[src/rtl/alu_operand_sequencer_pkg.sv]
// Purpose: shared ALU package with sequencer FSM states, ALU select codes, opcode fields and flags.
// Latency: n/a (types and constants only).
// Backpressure: n/a.
package alu_operand_sequencer_pkg;

   // Sequencer states: opcode, operand A, operand B, one-cycle execute, result hold.
   typedef enum logic [2:0] {
      ST_LOAD_OP = 3'd0,
      ST_LOAD_A  = 3'd1,
      ST_LOAD_B  = 3'd2,
      ST_EXEC    = 3'd3,
      ST_HOLD    = 3'd4
   } seq_state_t;

   // ALU select codes carried in opcode bits [2:0]
   localparam logic [2:0] SEL_ADD = 3'b000;
   localparam logic [2:0] SEL_AND = 3'b001;
   localparam logic [2:0] SEL_OR  = 3'b010;
   localparam logic [2:0] SEL_SHL = 3'b011;
   localparam logic [2:0] SEL_SHR = 3'b100;

   // Opcode bit 7 reuses the previous result as operand A
   localparam int CHAIN_BIT = 7;

   // Result flags, packed MSB-first as {carry, negative, zero}
   typedef struct packed {
      logic carry;
      logic negative;
      logic zero;
   } alu_flags_t;

   // Selects above SHR have no defined ALU operation
   function automatic logic is_bad_sel(input logic [2:0] sel);
      return sel > SEL_SHR;
   endfunction

endpackage

[src/rtl/alu_operand_sequencer.sv]
// Purpose: collects opcode/A/B bytes, drives a neighbouring ALU, captures and holds its result.
// Latency: 2 cycles from the B-byte transfer edge to out_valid (EXEC, then HOLD).
// Backpressure: in_ready only in load states; the result is held in HOLD until out_ready.
module alu_operand_sequencer
   import alu_operand_sequencer_pkg::*;
#(
   parameter int DATA_W = 8,
   parameter int CNT_W  = 8
) (
   input  logic              clk,
   input  logic              rst_n,
   input  logic              in_valid,
   input  logic [DATA_W-1:0] in_data,
   output logic              in_ready,
   output logic [DATA_W-1:0] alu_a,
   output logic [DATA_W-1:0] alu_b,
   output logic [2:0]        alu_sel,
   input  logic [DATA_W-1:0] alu_result,
   input  logic              alu_zero,
   input  logic              alu_negative,
   input  logic              alu_carry,
   output logic              out_valid,
   input  logic              out_ready,
   output logic [DATA_W-1:0] out_result,
   output logic [2:0]        out_flags,
   output logic [CNT_W-1:0]  op_count,
   output logic              sel_err
);

   seq_state_t  state_q;
   seq_state_t  state_d;
   alu_flags_t  flags_q;
   logic        in_xfer;

   assign in_xfer   = in_valid & in_ready;
   assign out_flags = flags_q;

   // State register; reset discards any partially loaded operation
   always_ff @(posedge clk or negedge rst_n) begin
      if (!rst_n) begin
         state_q <= ST_LOAD_OP;
      end else begin
         state_q <= state_d;
      end
   end

   // Next-state and handshake outputs
   always_comb begin
      state_d   = state_q;
      in_ready  = 1'b0;
      out_valid = 1'b0;
      case (state_q)
         ST_LOAD_OP: begin
            in_ready = 1'b1;
            if (in_valid) begin
               state_d = in_data[CHAIN_BIT] ? ST_LOAD_B : ST_LOAD_A;
            end
         end
         ST_LOAD_A: begin
            in_ready = 1'b1;
            if (in_valid) begin
               state_d = ST_LOAD_B;
            end
         end
         ST_LOAD_B: begin
            in_ready = 1'b1;
            if (in_valid) begin
               state_d = ST_EXEC;
            end
         end
         ST_EXEC: begin
            state_d = ST_HOLD;
         end
         ST_HOLD: begin
            out_valid = 1'b1;
            if (out_ready) begin
               state_d = ST_LOAD_OP;
            end
         end
         default: begin
            state_d = ST_LOAD_OP;
         end
      endcase
   end

   // Operand capture, result capture, completion count and sticky select error
   always_ff @(posedge clk or negedge rst_n) begin
      if (!rst_n) begin
         alu_a      <= '0;
         alu_b      <= '0;
         alu_sel    <= '0;
         out_result <= '0;
         flags_q    <= '0;
         op_count   <= '0;
         sel_err    <= 1'b0;
      end else begin
         case (state_q)
            ST_LOAD_OP: begin
               if (in_xfer) begin
                  alu_sel <= in_data[2:0];
                  // A chained op takes A from the retained previous result
                  if (in_data[CHAIN_BIT]) begin
                     alu_a <= out_result;
                  end
               end
            end
            ST_LOAD_A: begin
               if (in_xfer) begin
                  alu_a <= in_data;
               end
            end
            ST_LOAD_B: begin
               if (in_xfer) begin
                  alu_b <= in_data;
               end
            end
            ST_EXEC: begin
               out_result <= alu_result;
               flags_q    <= '{carry: alu_carry, negative: alu_negative, zero: alu_zero};
               op_count   <= op_count + CNT_W'(1);
               // Undefined selects still complete; only the sticky flag records them
               if (is_bad_sel(alu_sel)) begin
                  sel_err <= 1'b1;
               end
            end
            default: begin
            end
         endcase
      end
   end

endmodule

[config.mk]
export PLATFORM = sky130hd
export DESIGN_NAME = alu_operand_sequencer
export DESIGN_NICKNAME = d
export VERILOG_FILES = /design/src/rtl/alu_operand_sequencer_pkg.sv /design/src/rtl/alu_operand_sequencer.sv
export SDC_FILE = /design/constraint.sdc
export NUM_CORES = 1
export LEC_CHECK = 0
export CORE_UTILIZATION = 42
export CTS_BUF_LIST = sky130_fd_sc_hd__clkbuf_8
export DETAILED_ROUTE_END_ITERATION = 10
export GPL_ROUTABILITY_DRIVEN = 0
export PLACE_DENSITY = 0.85
export SETUP_SLACK_MARGIN = 0.4
export SLEW_MARGIN = 20
export SYNTH_ARGS = -nofsm -noshare
export SYNTH_HDL_FRONTEND = slang
export SYNTH_SLANG_ARGS = --single-unit
[constraint.sdc]
create_clock -name clk -period 1.4 [get_ports clk]
set_input_delay 0.28 -clock clk [delete_from_list [all_inputs] [get_ports clk]]
set_output_delay 0.28 -clock clk [all_outputs]
set_load 0.05 [all_outputs]
==> metrics.txt, run 1 <==
total track usage 31.7%; status complete, but fails checks; CTS Buf Count 5; DRT iter0 DRCs 108; clk_lat worst skew 0.32 ns; hold_ws 0.505 ns; Top FF cell, synth dfrtp_1; ANT cells 0; DRC Markers 0; post-synthesis cell area 0.00184 sq mm; vias in the first global route 1840; die area 0.00466 sq mm; Synth area leaders dfrtp_1, nand2_1, mux2_2; Slew @ Worst Pin 0.346 ns; Final period util 115%; pin count of the biggest net entering global routing 43; worst r2r src state_q[1]; DRT Pass-1 Iters 6; number of top-level pins 64; FMAX 623 MHz; most common cell after layout, fill and taps aside buf_4; Synth cell types 33; synthesis-stage register bit count 42; Hold WC Path Type primary input to asynchronous set/reset pin; H-tree depth 2; Power per Cell Area 3040 mW/mm^2; R2R setup slack -0.11 ns; area growth from synthesis to layout 114%; unrepaired setup endpoints after global routing true; register area 0.00106 sq mm; Worst path slowest cell dfrtp_2; die height 68.2 um; Reg clk slew, reported paths 0.09 ns; critical path launch point type flip-flop; Remaining Overflow, GRT 0; YS warnings 0; Critical Path RT 1.12 ns; Final Util 95.8%; skew final 0.0131 ns; number of antenna violations at the first check in global routing 0; CP arrival 1.33 ns; Vias/cell 5.61; Layout fillers 85; Setup TNS Final -1.30 ns; Synth top area share 57.0%; Peak VDD IR 0.00190 V; syn_nets 183; final WL 8710 um; # setup viols final 17; Final WS setup -0.206 ns; CP Cell Sequence buf_6 -> nor3b_4 -> buf_12; Root Buffer Master clkbuf_8; dpl hpwl 3540 um; share of cells above drive strength 1 67.0%; area of the multi-input gates 0.00101 sq mm; Syn Area/Cell 11.6 sq um; Post-Syn Instances 159; Row Count 23; critical path class flip-flop to output port; ANT nets after route 0; starting density of the core 44.8%; Crit. Startpoint state_q[1]; DR WL/cell 25.1 um; # port buffers 63; clock tree buffer depth 2; relative slew slack 76.3%; die extent in x 68.2 um; CP peak stage delay 0.43 ns; worst flop-to-flop path endpoint alu_b[7]; vias after detailed routing 1948; Core ar. 0.00412 sq mm; maximum fanout along the worst path 3; part of the Yosys area used for sequential elements 57.0%; Post-synth ARST share 100%; final net count 321; number of flops mapped to enable cells by yosys 0; CP Capture Type output port; most frequent cells in the layout buf_4, buf_12, dfrtp_1; maxcap violations 0; min cycle time layout 1.61 ns; area leader, netlist dfrtp_1; max-slew violation count 0; first-pass GRT wire length 10100 um; CTS tree built; violated checks negative setup slack; Leakage 1.88 nW; R2R depth 5; Final Hold Fails 0; clk sinks 42
cell type report:
| type | instances | share of cell area [%] |
|---|---|---|
| inverter | 4 | 0.444 |
| sequential | 42 | 26.9 |
| tap | 50 | 1.59 |
| clock inverter | 2 | 0.254 |
| timing repair buffer | 140 | 43.4 |
| clock buffer | 5 | 1.75 |
| multi-input combinational | 104 | 25.6 |
Yosys cell counts, drive strengths merged, types with 2 or more instances:
master,n
a21oi,15
and3,2
buf,9
dfrtp,42
inv,4
mux2,11
mux2i,7
nand2,37
nand4,4
nor2,2
nor3,2
nor3b,2
o21a,2
o21ai,2
xnor2,5
xor2,2
worst max-delay path: cells and delay by family (launching register included):
kind | cells | cell delay (ns)
buffers and inverters | 2 | 0.32
AND/OR/NAND/NOR | 1 | 0.26
flip-flops | 1 | 0.43
state kept, by name, summed over array words and instances, names as in the netlist:
signal      count
alu_a           8
alu_b           8
alu_sel         3
op_count        8
out_flags       3
out_result      8
sel_err         1
state_q         3
timing repair:
| action | CTS | global route |
|---|---|---|
| pin swaps | 14 | 30 |
| hold endpoints to repair | 42 | 0 |
| resized for setup | 42 | 42 |
| endpoints found under the setup margin | 83 | 83 |
| cloned | 2 | 0 |
| hold buffers | 1 | 0 |
| buffers inserted | 43 | 16 |
per-layer routing:
layer	global-route usage [%]	up-vias	wire, um
met5	0	-	0
met4	11.2	0	430
met3	7.83	36	514
met2	54.4	111	4400
met1	38.2	995	3370
li1	-	806	-
power by group:
| group | switching, mW | total [mW] | internal, mW |
|---|---|---|---|
| registers | 0.774 | 2.57 | 1.79 |
| clock network | 0.454 | 0.790 | 0.335 |
| logic | 4.24 | 8.63 | 4.39 |
worst max-delay path by stage:
| stage | to | cells past startpoint |
|---|---|---|
| after floorplan | alu_sel[0] | 4 |
| after global placement | alu_b[3] | 4 |
| after detailed placement | alu_b[6] | 4 |
| after CTS | out_valid | 3 |
| after global routing | out_valid | 3 |
| final | out_valid | 3 |
per-stage QoR:
step | power, mW | cell area [sq um] | std cells | worst slack [ns]
finish | 12.0 | 3940 | 347 | -0.206
global route | 12.3 | 3940 | 347 | -0.220
CTS | 10.7 | 3650 | 331 | -0.157
detailed placement | 8.63 | 3070 | 278 | -0.234
global placement | 8.47 | 3070 | 278 | -0.187
floorplan | 5.60 | 1930 | 159 | 0.101
kinds of logic (layout without fill, tap and decap cells):
logic type / Yosys count / count (layout) / synth area share, %
AO/OA/AOI/OAI: 23 / 23 / 9.10
XOR/XNOR: 7 / 7 / 3.33
adder cells (fa/ha/maj): 1 / 1 / 0.679
buffers and inverters: 13 / 151 / 4.75
flip-flops: 42 / 42 / 57.0
multiplexers: 18 / 18 / 10.5
AND/OR/NAND/NOR: 55 / 55 / 14.6
Power figures use the tool's default switching activity.
==> inputs of run 2 (changes only) <==
- GPL_ROUTABILITY_DRIVEN: 0 -> 1
- PLACE_DENSITY: 0.85 -> 0.88
==> metrics.txt, run 2 (synthesized netlist as in run 1, its figures left out) <==
Critical Path RT 1.12 ns (about the same); vias after detailed routing 1963 (+0.77%); pin count of the biggest net entering global routing 43 (unchanged); # setup viols final 34 (+17); worst r2r src state_q[0]; maximum fanout along the worst path 2 (-1); DP Area 0.00309 sq mm (+0.73%); CP Capture Type output port; worst flop-to-flop path endpoint alu_b[7]; Layout fillers 92 (+8.2%); Final GP Congestion 0.888; Root Buffer Master clkbuf_8; Final Hold Fails 0 (unchanged); starting density of the core 44.8% (unchanged); area growth from synthesis to layout 112%; min cycle time layout 1.61 ns (+0.00243 ns); design area 0.00390 sq mm (-0.98%); DRT Pass-1 Iters 4 (-2); die height 68.2 um (unchanged); Non-Filler Instances 342 (-1.4%); DRC Markers 0 (unchanged); most common cell after layout, fill and taps aside buf_4; Final WS setup -0.209 ns (-0.00243 ns); R2R setup slack -0.14 ns (-0.03 ns); skew final 0.0112 ns (-0.00190 ns); pre-CTS setup slack -0.234 ns (-0.000810 ns); sequential share of power 21.3% (about the same); # port buffers 63 (unchanged); max-slew violation count 0 (unchanged); unrepaired setup endpoints after global routing true; combinational share of power 71.7% (-0.3 points); share of cells above drive strength 1 66.4% (-0.57 points); Row Count 23 (unchanged); DRT iter0 DRCs 120 (+11%); Core ar. 0.00412 sq mm (unchanged); final net count 315 (-1.9%); final WL 8900 um (+2.1%); most frequent cells in the layout buf_4, buf_12, dfrtp_1; dpl hpwl 3490 um (-1.4%); WL met3 736 um (+43%); Int Pwr 6.43 mW (-1.4%); clk_lat worst skew 0.30 ns (-0.02 ns); clock tree buffer depth 2 (unchanged); critical path launch point type flip-flop; R2R depth 4 (-1); clock power share 7.0% (+0.4 points); routed wl met2 4560 um (+3.7%); relative slew slack 75.4% (-0.90 points); first-pass GRT wire length 9460 um (-6.4%); CTS tree built; FMAX 622 MHz (-0.15%); DR top layer met4; placed insts 281 (+1.1%); Final period util 115% (+0.17 points); Remaining Overflow, GRT 0 (unchanged); Power per Cell Area 3060 mW/mm^2 (+0.78%); CTS Buf Count 5 (unchanged); Vias/cell 5.74 (+2.2%); CP arrival 1.33 ns (about the same); die area 0.00466 sq mm (unchanged); Hold WC Path Type primary input to asynchronous set/reset pin; Final Util 94.9% (-0.94 points); Reg clk slew, reported paths 0.09 ns (about the same); Net Sw Frac 46.3% (+0.63 points); ANT cells 0 (unchanged); ANT nets after route 0 (unchanged); status complete, but fails checks; WL met1 3050 um (-9.4%); Psw 5.53 mW (+1.2%); maxcap violations 0 (unchanged); critical path class flip-flop to output port; vias in the first global route 1867 (+1.5%); H-tree depth 2 (unchanged); violated checks negative setup slack; total track usage 29.3% (-2.4 points); Peak VDD IR 0.00192 V (+1.2%); DR WL/cell 26.0 um (+3.6%); clk sinks 42 (unchanged); die extent in x 68.2 um (unchanged); Leakage 1.83 nW (-2.5%); Slew @ Worst Pin 0.365 ns (+0.0196 ns); number of top-level pins 64 (unchanged); number of antenna violations at the first check in global routing 0 (unchanged)
## run 2: changes by cell type in the layout (fill, tap and decap cells not counted), sizes merged
| cell | before | now |
|---|---|---|
| buf | 118 | 112 |
| clkbuf | 5 | 6 |
| clkinv | 2 | 1 |
| inv | 4 | 5 |
## run 2: area by class of cell
type                            count  area, sq um  share of cell area (%)
Clock buffer                        6         82.6                    2.12
Clock inverter                      2         8.76                   0.224
Inverter                            4         17.5                   0.449
Multi-Input combinational cell    104         1010                    25.8
Sequential cell                    42         1060                    27.2
Tap cell                           50         62.6                    1.60
Timing Repair Buffer              134         1660                    42.6
## run 2: critical path, stage by stage (launching register included)
cell and delay (ns):
dfrtp_1 0.45, buf_6 0.16, nor3b_4 0.25, buf_12 0.17
## run 2: what timing repair did
item                                    CTS  global route
buffers inserted                         34            18
gates cloned                              0             0
pin swaps                                12            29
endpoints found under the hold margin    42             0
gates resized for setup                  33            45
endpoints found under the setup margin   83            83
hold buffers                              1             0
## run 2: power by group through the flow
stage	clock, mW	combinational [mW]	sequential, mW
finish	0.836	8.58	2.55
global route	0.873	8.83	2.60
CTS	0.808	7.26	2.45
detailed placement	0	6.08	2.58
global placement	0	5.94	2.55
floorplan	0	1.66	3.94
## run 2: routing by layer
metal,up-vias,global-route usage [%]
li1,798,-
met1,979,32.2
met2,136,51.2
met3,50,6.17
met4,0,18.0
met5,-,0
## run 2: how the worst max path moves through the flow
stage | from | cells after the start | slack, ns | to
floorplan | state_q[1] | 4 | 0.10 | alu_sel[0]
finish | state_q[1] | 3 | -0.21 | out_valid
global placement | in_valid | 4 | -0.17 | alu_b[5]
CTS | state_q[1] | 3 | -0.12 | out_valid
detailed placement | in_valid | 4 | -0.23 | alu_b[3]
global route | state_q[1] | 3 | -0.29 | out_valid
## run 2: through the flow
step / total power [mW] / hold WS, ns / setup TNS, ns
after floorplan: 5.60 / -0.0156 / 0
after global placement: 8.49 / 0.274 / -2.84
after detailed placement: 8.66 / 0.272 / -3.98
after CTS: 10.5 / 0.499 / -0.718
after global routing: 12.3 / 0.532 / -4.64
final: 12.0 / 0.510 / -2.42
==> inputs of run 3 (changes only) <==
- CORE_UTILIZATION: 42 -> 40
- PLACE_DENSITY: 0.88 -> 0.85
==> metrics.txt, run 3 (synthesized netlist as in run 1, its figures left out) <==
Root Buffer Master clkbuf_8; total track usage 28.3% (-0.97 points); hold_ws 0.414 ns (-0.0962 ns); relative slew slack 78.6% (+3.2 points); Final GP Congestion 0.788 (-11%); violated checks negative setup slack; worst flop-to-flop path endpoint alu_b[7]; Final Util 92.2% (-2.7 points); skew final 0.00681 ns (-0.00440 ns); critical path class flip-flop to flip-flop; die area 0.00488 sq mm (+4.8%); most common cell after layout, fill and taps aside buf_4; Remaining Overflow, GRT 0 (unchanged); R2R setup slack -0.17 ns (-0.03 ns); Slew @ Worst Pin 0.312 ns (-0.0532 ns); final net count 321 (+1.9%); R2R depth 5 (+1); Row Count 24 (+4.3%); status complete, but fails checks; H-tree depth 2 (unchanged); area growth from synthesis to layout 119%; die height 69.9 um (+2.4%); number of top-level pins 64 (unchanged); max-slew violation count 0 (unchanged); design area 0.00404 sq mm (+3.5%); vias in the first global route 2021 (+8.2%); Pwr Total 12.2 mW (+1.6%); unrepaired setup endpoints after global routing true; pin count of the biggest net entering global routing 26 (-40%); vias after detailed routing 1900 (-3.2%); ANT nets after route 0 (unchanged); CTS tree built; DRC Markers 0 (unchanged); CP Capture Type flip-flop; CTS Buf Count 5 (unchanged); CP most frequent cell buf_6; final WL 8310 um (-6.6%); Peak VDD IR 0.00220 V (+14%); Leakage 1.95 nW (+6.2%); FMAX 636 MHz (+2.3%); maximum fanout along the worst path 8 (+6); dpl hpwl 3320 um (-4.7%); ANT cells 0 (unchanged); Critical Path RT 1.59 ns (+0.47 ns); min cycle time layout 1.57 ns (-0.0360 ns); # setup viols final 41 (+21%); Power per Cell Area 3010 mW/mm^2 (-1.9%); Hold WC Path Type primary input to asynchronous set/reset pin; critical path launch point type flip-flop; clock tree buffer depth 2 (unchanged); Vias/cell 5.43 (-5.4%); DRT Pass-1 Iters 4 (unchanged); DRT iter0 DRCs 189 (+57%); die extent in x 69.9 um (+2.4%); Core ar. 0.00438 sq mm (+6.5%); maxcap violations 0 (unchanged); DP Area 0.00308 sq mm (-0.40%); first-pass GRT wire length 10300 um (+8.9%); DR WL/cell 23.7 um (-8.7%); share of cells above drive strength 1 67.8% (+1.3 points); clk sinks 42 (unchanged); most frequent cells in the layout buf_4, buf_12, dfrtp_1; clk_lat worst skew 0.31 ns (about the same); CP Cell Sequence buf_6 -> buf_6 -> and4bb_1 -> buf_6 -> mux2_4; Final period util 112% (-2.6 points); worst r2r src state_q[0]; Worst path slowest cell dfrtp_2; CP peak stage delay 0.43 ns (-0.02 ns); Reg clk slew, reported paths 0.08 ns (about the same); Final WS setup -0.173 ns (+0.0360 ns); Final Hold Fails 0 (unchanged); starting density of the core 42.0% (-2.7 points); # port buffers 63 (unchanged); CP arrival 1.76 ns (+0.43 ns); number of antenna violations at the first check in global routing 0 (unchanged); pre-CTS setup slack -0.203 ns (+0.0315 ns)
## run 3: cell types whose count changed in the layout (fill, tap and decap cells not counted), moves of 2 or more
cell / previous run / this run
mux2_4: 3 / 11
nand2_2: 13 / 15
dfrtp_2: 9 / 11
nand2_1: 20 / 13
dfrtp_1: 33 / 31
nand2_4: 4 / 9
mux2_2: 8 / 0
buf_6: 17 / 19
## run 3: worst max-delay path, delay by kind of cell, from the launching register on
kind / cells / cell delay, ns
AND/OR/NAND/NOR: 1 / 0.26
multiplexers: 1 / 0.33
buffers and inverters: 3 / 0.42
flip-flops: 1 / 0.43
## run 3: repair_timing
action,CTS,global route
buffers inserted,44,14
gates resized for setup,53,40
setup endpoints to repair,83,108
hold endpoints to repair,17,0
gates cloned,1,1
pin swaps,16,25
hold buffers,1,0
## run 3: how the worst max path moves through the flow
stage	startpoint	cells past startpoint	to	slack [ns]
floorplan	state_q[1]	4	alu_sel[0]	0.10
global placement	in_valid	4	alu_b[3]	-0.18
detailed placement	in_valid	4	alu_b[6]	-0.20
CTS	state_q[1]	3	out_valid	-0.14
global route	state_q[0]	6	op_count[5]	-0.23
finish	state_q[0]	5	alu_b[7]	-0.17
## run 3: cell type report
cell class	count	area (sq um)
Clock buffer	6	82.6
Multi-Input combinational cell	104	1040
Timing Repair Buffer	140	1770
Clock inverter	2	8.76
Sequential cell	42	1060
Inverter	4	15.0
Tap cell	52	65.1
Fill cell	142	343
## run 3: per-stage QoR
step	TNS, ns	instances
after floorplan	0	159
after global routing	-5.17	350
final	-3.88	350
after CTS	-0.313	335
after global placement	-2.94	281
after detailed placement	-2.98	281
## run 3: metal layers
layer  part of all wire [%]  GRT usage [%]  wire, um
met5                      0              0         0
met4                    3.8           15.6       320
met3                    5.8           8.23       479
met2                     53           46.4      4370
met1                     38           33.5      3140
## run 3: where the power goes
group          switching, mW  internal, mW  total [mW]
registers              0.749          1.80        2.55
logic                   4.29          4.49        8.78
clock network          0.442         0.391       0.833
==> RTL edit, RTL diff (config.mk and constraints of run 3) <==
The 5 states of `seq_state_t` get a one-hot encoding in 5 bits.
--- a/src/rtl/alu_operand_sequencer_pkg.sv
+++ b/src/rtl/alu_operand_sequencer_pkg.sv
@@ -6,8 +6,8 @@
    // Sequencer states: opcode, operand A, operand B, one-cycle execute, result hold.
-   typedef enum logic [2:0] {
-      ST_LOAD_OP = 3'd0,
-      ST_LOAD_A  = 3'd1,
-      ST_LOAD_B  = 3'd2,
-      ST_EXEC    = 3'd3,
-      ST_HOLD    = 3'd4
+   typedef enum logic [4:0] {
+      ST_LOAD_OP = 5'b00001,
+      ST_LOAD_A  = 5'b00010,
+      ST_LOAD_B  = 5'b00100,
+      ST_EXEC    = 5'b01000,
+      ST_HOLD    = 5'b10000
    } seq_state_t;
Function: same outputs for any inputs over 10 cycles, from zero or initial values and one cycle with rst_n low; not proved beyond that.
==> RTL edit against run 3 <==
The flow still finishes with violations (negative setup slack); area after synthesis is 7.9% higher; die area up 7.6%; clock skew is 1.7 ps lower; setup slack lost 400 ps; sequential cell count grew 2; sequential power is 5% lower; final cell count increased by 9.4%; wire length shrank 15%; final area hardly changed; total power down 16%; highest routed layer unchanged; via count increased by 4.5%.
==> RTL edit: results (changes against run 3) <==
[logic_synthesis]
synth_xor_area_frac = 0.03524  ; was 0.03327
syn_nets = 207  ; was 183
synth_mux_area_frac = 0.1139  ; was 0.1052
synth_compound_area_frac = 0.05790  ; was 0.09097
synthTopCellsByArea = dfrtp_1 (54%), nand2_1 (9.3%), mux2_2 (5.1%), mux2i_1 (4.0%), xnor2_1 (2.6%)  ; was dfrtp_1 (57%), nand2_1 (7.5%), mux2_2 (6.7%), mux2i_1 (3.8%), a21oi_2 (2.9%)
seq_area_frac_synth = 0.5544  ; was 0.5703
synthTopCellsByCount = nand2_1 (49), dfrtp_1 (43), mux2_2 (9), o21ai_1 (9), mux2i_1 (8)  ; was dfrtp_1 (42), nand2_1 (37), mux2_2 (11), a21oi_1 (8), mux2i_1 (7)
syn_inst = 183  ; was 159
synth_fa_ha_area_frac = 0.006293  ; was 0.006789

[route]
via_per_inst = 5.183  ; was 5.429
wirelength_mm = 7.044  ; was 8.312 mm
drt-initial-drc-count = 118  ; was 189
wl_per_cell_um = 18.39  ; was 23.75 µm

[status]
violations = negative setup slack  ; unchanged
outcome = complete, but fails checks  ; unchanged

[critical_path]
crit_fanout = 2  ; was 8
r2r_start = state_q[0]  ; unchanged
worst-r2r-setup-slack_ps = -300  ; was -170 ps
reg2reg_to = alu_a[1]  ; was alu_b[7]
crit_start = state_q[1]  ; was state_q[0]
crit_path_end = out_valid  ; was alu_b[7]
critPathMaxStageDelay_ps = 520  ; was 430 ps

[power_and_ir_drop]
p_leak_nw = 1.942  ; was 1.948 nW
p_comb_frac = 0.661  ; was 0.722
clock_power_mw = 1.04  ; was 0.833 mW
irDropWorstVdd_uv = 1204  ; was 2197 µV
power_switching_mw = 4.337  ; was 5.478 mW
intPower_mw = 5.842  ; was 6.678 mW

[final_layout]
drive_above_1_share = 0.5981  ; was 0.6779
syn2layout_area_growth_pct = 103.5  ; was 119.3%
nFillCells = 226  ; was 142

[grt]
grtUsageTotal = 0.2463  ; was 0.2835
grt_start_max_net_pins = 29  ; was 26
first_global_vias = 1971  ; was 2,021
grt_pass1_wl_mm = 9.625  ; was 10.30 mm

[place]
dp_worst_setup_slack_ps = -326.8  ; was -202.8 ps
dpl_cell_area_um2 = 3284  ; was 3077 µm²
gp_congestion = 0.8377  ; was 0.7875

[timing]
hold_ws_ps = 421.0  ; was 414.0 ps
fin_ws_ps = -573.1  ; was -172.7 ps
setup_viol_count_final = 44  ; was 41
finalSetupTns_ps = -7831  ; was -3881 ps
slew_headroom = 0.7741  ; was 0.7860

[clocking]
post_cts_buffers = 34  ; was 44
postCtsResizedCells = 35  ; was 53
holdBufCountCts = 1  ; unchanged

## RTL edit: cell count changes in the layout (fill, tap and decap cells not counted), sizes merged, moves of 2 or more
| cell | change |
|---|---|
| buf | -5 |
| nor2 | +2 |
| o21ai | +10 |
| nor3 | +3 |
| nand3 | +3 |
| nand4 | -2 |
| inv | -4 |
| a21oi | -13 |
| nor3b | -2 |
| nand2 | +13 |
## RTL edit: routing by layer
metal	share of wire	GRT usage	up-vias
met5	0	0	-
met4	0.028	0.09804	0
met3	0.040	0.03472	19
met2	0.53	0.4486	84
met1	0.40	0.2917	999
li1	-	-	883
## RTL edit: area by class of cell
| class | instances | share of cell area |
|---|---|---|
| Clock inverter | 2 | 0.009589 |
| Tap cell | 67 | 0.02072 |
| Timing Repair Buffer | 134 | 0.4083 |
| Sequential cell | 44 | 0.2744 |
| Inverter | 2 | 0.002784 |
| Clock buffer | 6 | 0.02041 |
| Multi-Input combinational cell | 128 | 0.2638 |
